[config.mk]
export PLATFORM = sky130hd
export DESIGN_NAME = sipo_rx_ctrl
export DESIGN_NICKNAME = d
export VERILOG_FILES = /design/src/rtl/sipo_rx_ctrl.sv
export SDC_FILE = /design/constraint.sdc
export NUM_CORES = 1
export LEC_CHECK = 0
export CORE_MARGIN = 3
export CORE_UTILIZATION = 45
export CTS_CLUSTER_DIAMETER = 40
export DETAILED_ROUTE_END_ITERATION = 6
export GPL_TIMING_DRIVEN = 0
export PLACE_DENSITY = 0.72
export REMOVE_ABC_BUFFERS = 1
export SYNTH_ARGS = -nofsm -noshare
export SYNTH_HDL_FRONTEND = slang
export SYNTH_SLANG_ARGS = --single-unit
[constraint.sdc]
create_clock -name clk -period 1.4 [get_ports clk]
set_input_delay 0.28 -clock clk [delete_from_list [all_inputs] [get_ports clk]]
set_output_delay 0.28 -clock clk [all_outputs]
set_load 0.02 [all_outputs]
[src/rtl/sipo_rx_ctrl.sv]
// Serial-in/parallel-out receive controller: captures MSB-first bits into a word,
// hands completed words to a one-entry valid/ready buffer, and flags dropped words.
module sipo_rx_ctrl #(
   parameter int DATA_WIDTH = 8,
   parameter int CNT_W      = $clog2(DATA_WIDTH)
) (
   input  logic                  clk,
   input  logic                  reset,
   input  logic                  start,
   input  logic                  continuous,
   input  logic                  abort,
   input  logic                  serial_in,
   input  logic                  serial_valid,
   input  logic                  out_ready,
   input  logic                  clear_overrun,
   output logic [DATA_WIDTH-1:0] parallel_out,
   output logic                  out_valid,
   output logic                  busy,
   output logic [CNT_W-1:0]      bit_count,
   output logic                  overrun
);

   typedef enum logic {
      IDLE  = 1'b0,
      SHIFT = 1'b1
   } state_e;

   localparam logic [CNT_W-1:0] LAST_BIT = CNT_W'(DATA_WIDTH - 1);

   state_e                state_q, state_d;
   logic [DATA_WIDTH-1:0] shift_q, shift_d;
   logic [CNT_W-1:0]      cnt_q, cnt_d;
   logic [DATA_WIDTH-1:0] data_q, data_d;
   logic                  valid_q, valid_d;
   logic                  ovr_q, ovr_d;

   logic [DATA_WIDTH-1:0] next_word;
   logic                  bit_accept;
   logic                  word_done;
   logic                  buf_free;
   logic                  drop;

   assign next_word  = {shift_q[DATA_WIDTH-2:0], serial_in};
   assign bit_accept = (state_q == SHIFT) && serial_valid && !abort;
   assign word_done  = bit_accept && (cnt_q == LAST_BIT);
   // A same-cycle drain frees the buffer for the completing word.
   assign buf_free   = !valid_q || out_ready;
   assign drop       = word_done && !buf_free;

   // Frame sequencing: state, shift register and bit counter.
   always_comb begin
      // NOTE: every output of a combinational block is defaulted first so no path
      // leaves it unassigned; an unassigned path would infer a latch.
      state_d = state_q;
      shift_d = shift_q;
      cnt_d   = cnt_q;

      unique case (state_q)
         IDLE: begin
            if (start && !abort) begin
               state_d = SHIFT;
               shift_d = '0;
               cnt_d   = '0;
            end
         end
         SHIFT: begin
            if (abort) begin
               state_d = IDLE;
               shift_d = '0;
               cnt_d   = '0;
            end else if (serial_valid) begin
               shift_d = next_word;
               if (cnt_q == LAST_BIT) begin
                  cnt_d = '0;
                  if (!continuous) begin
                     state_d = IDLE;
                  end
               end else begin
                  cnt_d = cnt_q + CNT_W'(1);
               end
            end
         end
         default: state_d = IDLE;
      endcase
   end

   // Output buffer and sticky overrun; a drop outranks a same-cycle clear.
   always_comb begin
      data_d  = data_q;
      valid_d = valid_q && !out_ready;
      if (word_done && buf_free) begin
         data_d  = next_word;
         valid_d = 1'b1;
      end
      ovr_d = (ovr_q && !clear_overrun) || drop;
   end

   // NOTE: the shift register and output word are ordinary flops, not a memory
   // array, so they take the reset value like every other piece of state.
   always_ff @(posedge clk) begin
      // NOTE: state registers use non-blocking assignments so every flop samples
      // pre-edge values regardless of statement order.
      if (reset) begin
         state_q <= IDLE;
         shift_q <= '0;
         cnt_q   <= '0;
         data_q  <= '0;
         valid_q <= 1'b0;
         ovr_q   <= 1'b0;
      end else begin
         state_q <= state_d;
         shift_q <= shift_d;
         cnt_q   <= cnt_d;
         data_q  <= data_d;
         valid_q <= valid_d;
         ovr_q   <= ovr_d;
      end
   end

   assign parallel_out = data_q;
   assign out_valid    = valid_q;
   assign busy         = (state_q == SHIFT);
   assign bit_count    = cnt_q;
   assign overrun      = ovr_q;

endmodule

Yosys cells after proc, flatten, opt, wreduce, memory -nomap -nowiden
Cells that the tools add are included.
{"block": "classes", "addsub": 1, "n_eq_ne": 3, "muxes": 16, "bitwise_logic": 1, "n_reduce_logical": 16}
{"operator": "two-way mux 7 bit", "n": 3}
{"operator": "one-hot mux 7 bit (2 select lines)", "n": 1}
{"operator": "two-way mux 3 bit", "n": 4}
{"operator": "logical AND 1 bit", "n": 8}
{"operator": "two-way mux 1 bit", "n": 6}
{"operator": "one-hot mux 3 bit (2 select lines)", "n": 1}
{"operator": "zero test 1 bit", "n": 5}
{"operator": "adder 3 x 1 -> 3 bit, second input constant", "n": 1}
{"operator": "equality test 3 bit, second input constant", "n": 1}
{"operator": "!= test 3 bit, second input constant", "n": 1}
{"operator": "logical OR 1 bit", "n": 2}
{"operator": "!= test 2 bit, second input constant", "n": 1}
{"operator": "one-hot mux 1 bit (2 select lines)", "n": 1}
{"operator": "AND reduction 2 bit", "n": 1}
{"operator": "NOT 1 bit", "n": 1}
{"block": "totals", "regBits": 21, "output_inout_bits": 14, "word_cells": 43}

Depth between registers and ports, before layout
{"block": "depth", "ltp_word": 5, "mapped_depth": 5}

Worst setup path before layout
Ideal clock, no wire load.
{"block": "synth_path", "path_kind": "register -> register", "from": "register cnt_q[0] (netlist: bit_count[0])", "to": "register data_q[5] (netlist: parallel_out[5])", "setup_time_ns": 0.072, "t_arrival_ns": 1.404, "path_slack_ns": -0.076, "path_stages_with_launch": 6, "path_buffers": 0, "period_less_slack_ns": 1.476, "path_cell_list": "dfxtp_1 ha_1 ha_1 nand4b_1 nor2_1 mux2i_1"}
{"block": "synth_between", "elab_chain_cells": 3}
{"element": "start, declared", "line_no": "32", "text": "logic [CNT_W-1:0] cnt_q, cnt_d;"}
{"element": "start signal, assigned", "line_no": "113", "text": "cnt_q <= cnt_d;"}
{"element": "equality test 3 bit", "line_no": "45", "text": "assign word_done = bit_accept && (cnt_q == LAST_BIT);"}
{"element": "logical AND 1 bit", "line_no": "45"}
{"element": "logical AND 1 bit", "line_no": "91", "text": "if (word_done && buf_free) begin"}
{"element": "end signal, assigned", "line_no": "114", "text": "data_q <= data_d;"}
{"element": "end, declared", "line_no": "33", "text": "logic [DATA_WIDTH-1:0] data_q, data_d;"}
Every way passes these cells.
A chain may end at the register's enable or synchronous reset.

Worst setup path in the final report
{"block": "layout_path", "from": "register state_q (netlist: busy)", "to": "output busy"}
{"element": "start, declared", "line_no": "30", "text": "state_e state_q, state_d;"}
{"element": "start signal, assigned", "line_no": "111", "text": "state_q <= state_d;"}
{"element": "end, declared", "line_no": "18", "text": "output logic busy,"}
No word-level cell between the ends.

==> results.toml <==
[timing]
relSlewSlack = 0.5750
setup_viol = 0
drv_slew = 0
fmax_mhz = 725.9
worst_slack_ns = 0.02248
clock_skew_ns = 0.0008523
finalCritPeriodShare = 0.9839
tightest_slew_ns = 0.6365
hold_viol_final = 0
layout_min_cycle_time_ns = 1.378

[logic_synthesis]
synth_area_um2 = 888.4
ys.flop_type = "dfxtp_1"
synth-seq-area-share = 0.4732
synth_edf_count = 0
synth_xor_area_frac = 0
ys_warn_count = 0
ys_ff_latch = 21
synth.distinct_cells = 24
muxShareOfSynthArea = 0.09014
synth_top_family_by_area = "simple AND/OR/NAND/NOR gates"
syn_area_per_cell_um2 = 10.45
synth_compound_area_frac = 0.1141
synth_fa_ha_area_frac = 0.02817
synth_async_sr_flop_share = 0
synthSimpleGateAreaFrac = 0.2718
syn_inst = 85

[routing]
wl_um = 1731
vias_per_cell = 5.154
drc = 0
drt_iter0_drc = 11
vias = 701
drtAntennaViolNets = 0
routedWlPerCell_um = 12.73
drt_pass1_iterations = 4

[placement]
place_ws_ns = -0.3111
dp_hpwl_um = 1189
dp_cells = 130
place.gp.congestion = 0.7037
portBuffers = 22

[critical_path]
arrival_ns = 1.10
critPathMaxStageDelay_ns = 0.43
slowest_stage = "dfxtp_2"
path_buf_inv = 1
critPathLaunchType = "flip-flop"
crit_chain = "dlygate4sd2_1"
endpoint_kind = "output port"
critPathTopFamily = "flip-flops"
critPathKind = "flip-flop to output port"
worstPathRequired_ns = 1.12
cp_max_fo = 8

[cts]
clk_pin_slew_ns = 0.11
clk_latency_ns = 0.29
htree_levels = 1
tritoncts = "yes"
cts_inserted_buffers = 3
cts_sinks = 21
ctsLongestPathBuffers = 2
cts_hold_buf = 0
cts_root_buf = "clkbuf_4"

[global_route]
grt_max_degree = 25
track_usage = 0.1360
grt_overflow = 0
antenna_found_initial = 0
grt_pass1_wl_um = 2663
grt_pass1_vias = 629

[power_and_ir_drop]
power_per_cell_area_nw_per_um2 = 807.0
ir_drop_mv = 0.6269
p_leak_nw = 0.5116

[layout]
num_antenna_cells = 0
area_growth_pct = 33.80
nNetsFinal = 123
final_cells = 136
drive_gt1_frac = 0.1351

[die]
die-area_um2 = 2543
die_x_um = 50.43
core_um2 = 1802
num_io_pins = 23
die_h_um = 50.43
start_util = 0.4931
placementRows = 15

[min_path]
hold_path.class = "flip-flop to flip-flop"

[outcome]
status = "finished clean"

[flow_run]
max_cap_violations = 0
-- flip-flops by register name (all words and copies together) (netlist names) --
signal / cells
shift_q: 7
parallel_out: 8
bit_count: 3
overrun: 1
out_valid: 1
busy: 1
-- metal layers --
metal | global-route usage | routed length, um | up-vias
met1 | 0.1645 | 772 | 327
li1 | - | - | 356
met2 | 0.2283 | 887 | 16
met4 | 0.05381 | 13 | 0
met3 | 0.03561 | 57 | 2
met5 | 0 | 0 | -
-- synthesized netlist by cell type (2+ instances only) --
cell type,n,area share
o21ai_0,2,0.011
o32ai_1,2,0.020
ha_1,2,0.028
inv_1,3,0.013
o22ai_1,7,0.049
a21oi_1,3,0.017
dfxtp_1,21,0.47
nor2b_1,3,0.021
mux2i_1,8,0.090
nand4b_1,2,0.020
nand2b_1,19,0.13
-- what timing repair did --
item	in CTS	in global routing
endpoints found under the setup margin	16	11
gates resized for setup	18	4
pin swaps	1	1
buffers inserted	0	2
-- worst paths after layout --
path,start,to,slack [ns],depth (start not counted)
min,overrun,overrun,0.47,2
min reg2reg,overrun,overrun,0.47,2
max reg2reg,bit_count[0],busy,0.07,6
max,busy,busy,0.02,1
-- final cells by class --
cell class                 count  area (um2)
fill                         153       613.1
inverter                       3       11.26
tap                           25       31.28
multi-input combinational     59       474.2
sequential                    21       425.4
timing repair buffer          24       220.2
clock buffer                   4       26.28
-- cells in the final DEF (no fill, tap or decap), types with 2 or more instances in the layout --
cell type / n
o32ai_1: 2
clkdlybuf4s50_1: 7
dfxtp_1: 19
mux2i_1: 8
a21oi_1: 3
nand2b_1: 19
buf_4: 2
clkbuf_4: 3
nand4b_1: 2
o22ai_1: 7
inv_1: 3
o21ai_0: 2
nor2b_1: 3
dlygate4sd2_1: 14
-- metrics by stage --
step / area, um2 / power, mW / util / hold slack [ns] / TNS, ns
final: 1189 / 0.9592 / 0.6597 / 0.4733 / 0
after global placement: 1131 / 0.6903 / 0.6278 / 0.4563 / -4.516
after global routing: 1189 / 1.001 / 0.6597 / 0.4941 / -0.1238
after CTS: 1147 / 0.9693 / 0.6368 / 0.4817 / 0
after floorplan: 879.6 / 0.6480 / - / 0.3491 / -0.1517
after detailed placement: 1131 / 0.6905 / 0.6278 / 0.4687 / -4.332
-- worst min-delay path, delay by kind of cell (launching register included) --
kind            cells  cell delay, ns
compound gates      1            0.05
flops               1            0.32
simple gates        1            0.06
-- where the power goes --
group / switching (mW) / internal [mW]
Clock: 0.168 / 0.111
Sequential: 0.00390 / 0.598
Combinational: 0.0341 / 0.0439
Total: 0.206 / 0.753
-- logic make-up (layout without fill, tap and decap cells) --
group | after synthesis | count (layout)
buf+inv | 5 | 31
mux | 8 | 8
fa+ha+maj | 2 | 2
flops | 21 | 21
compound gates | 15 | 15
simple gates | 34 | 34
No activity file was read; power rests on OpenSTA's default activity.
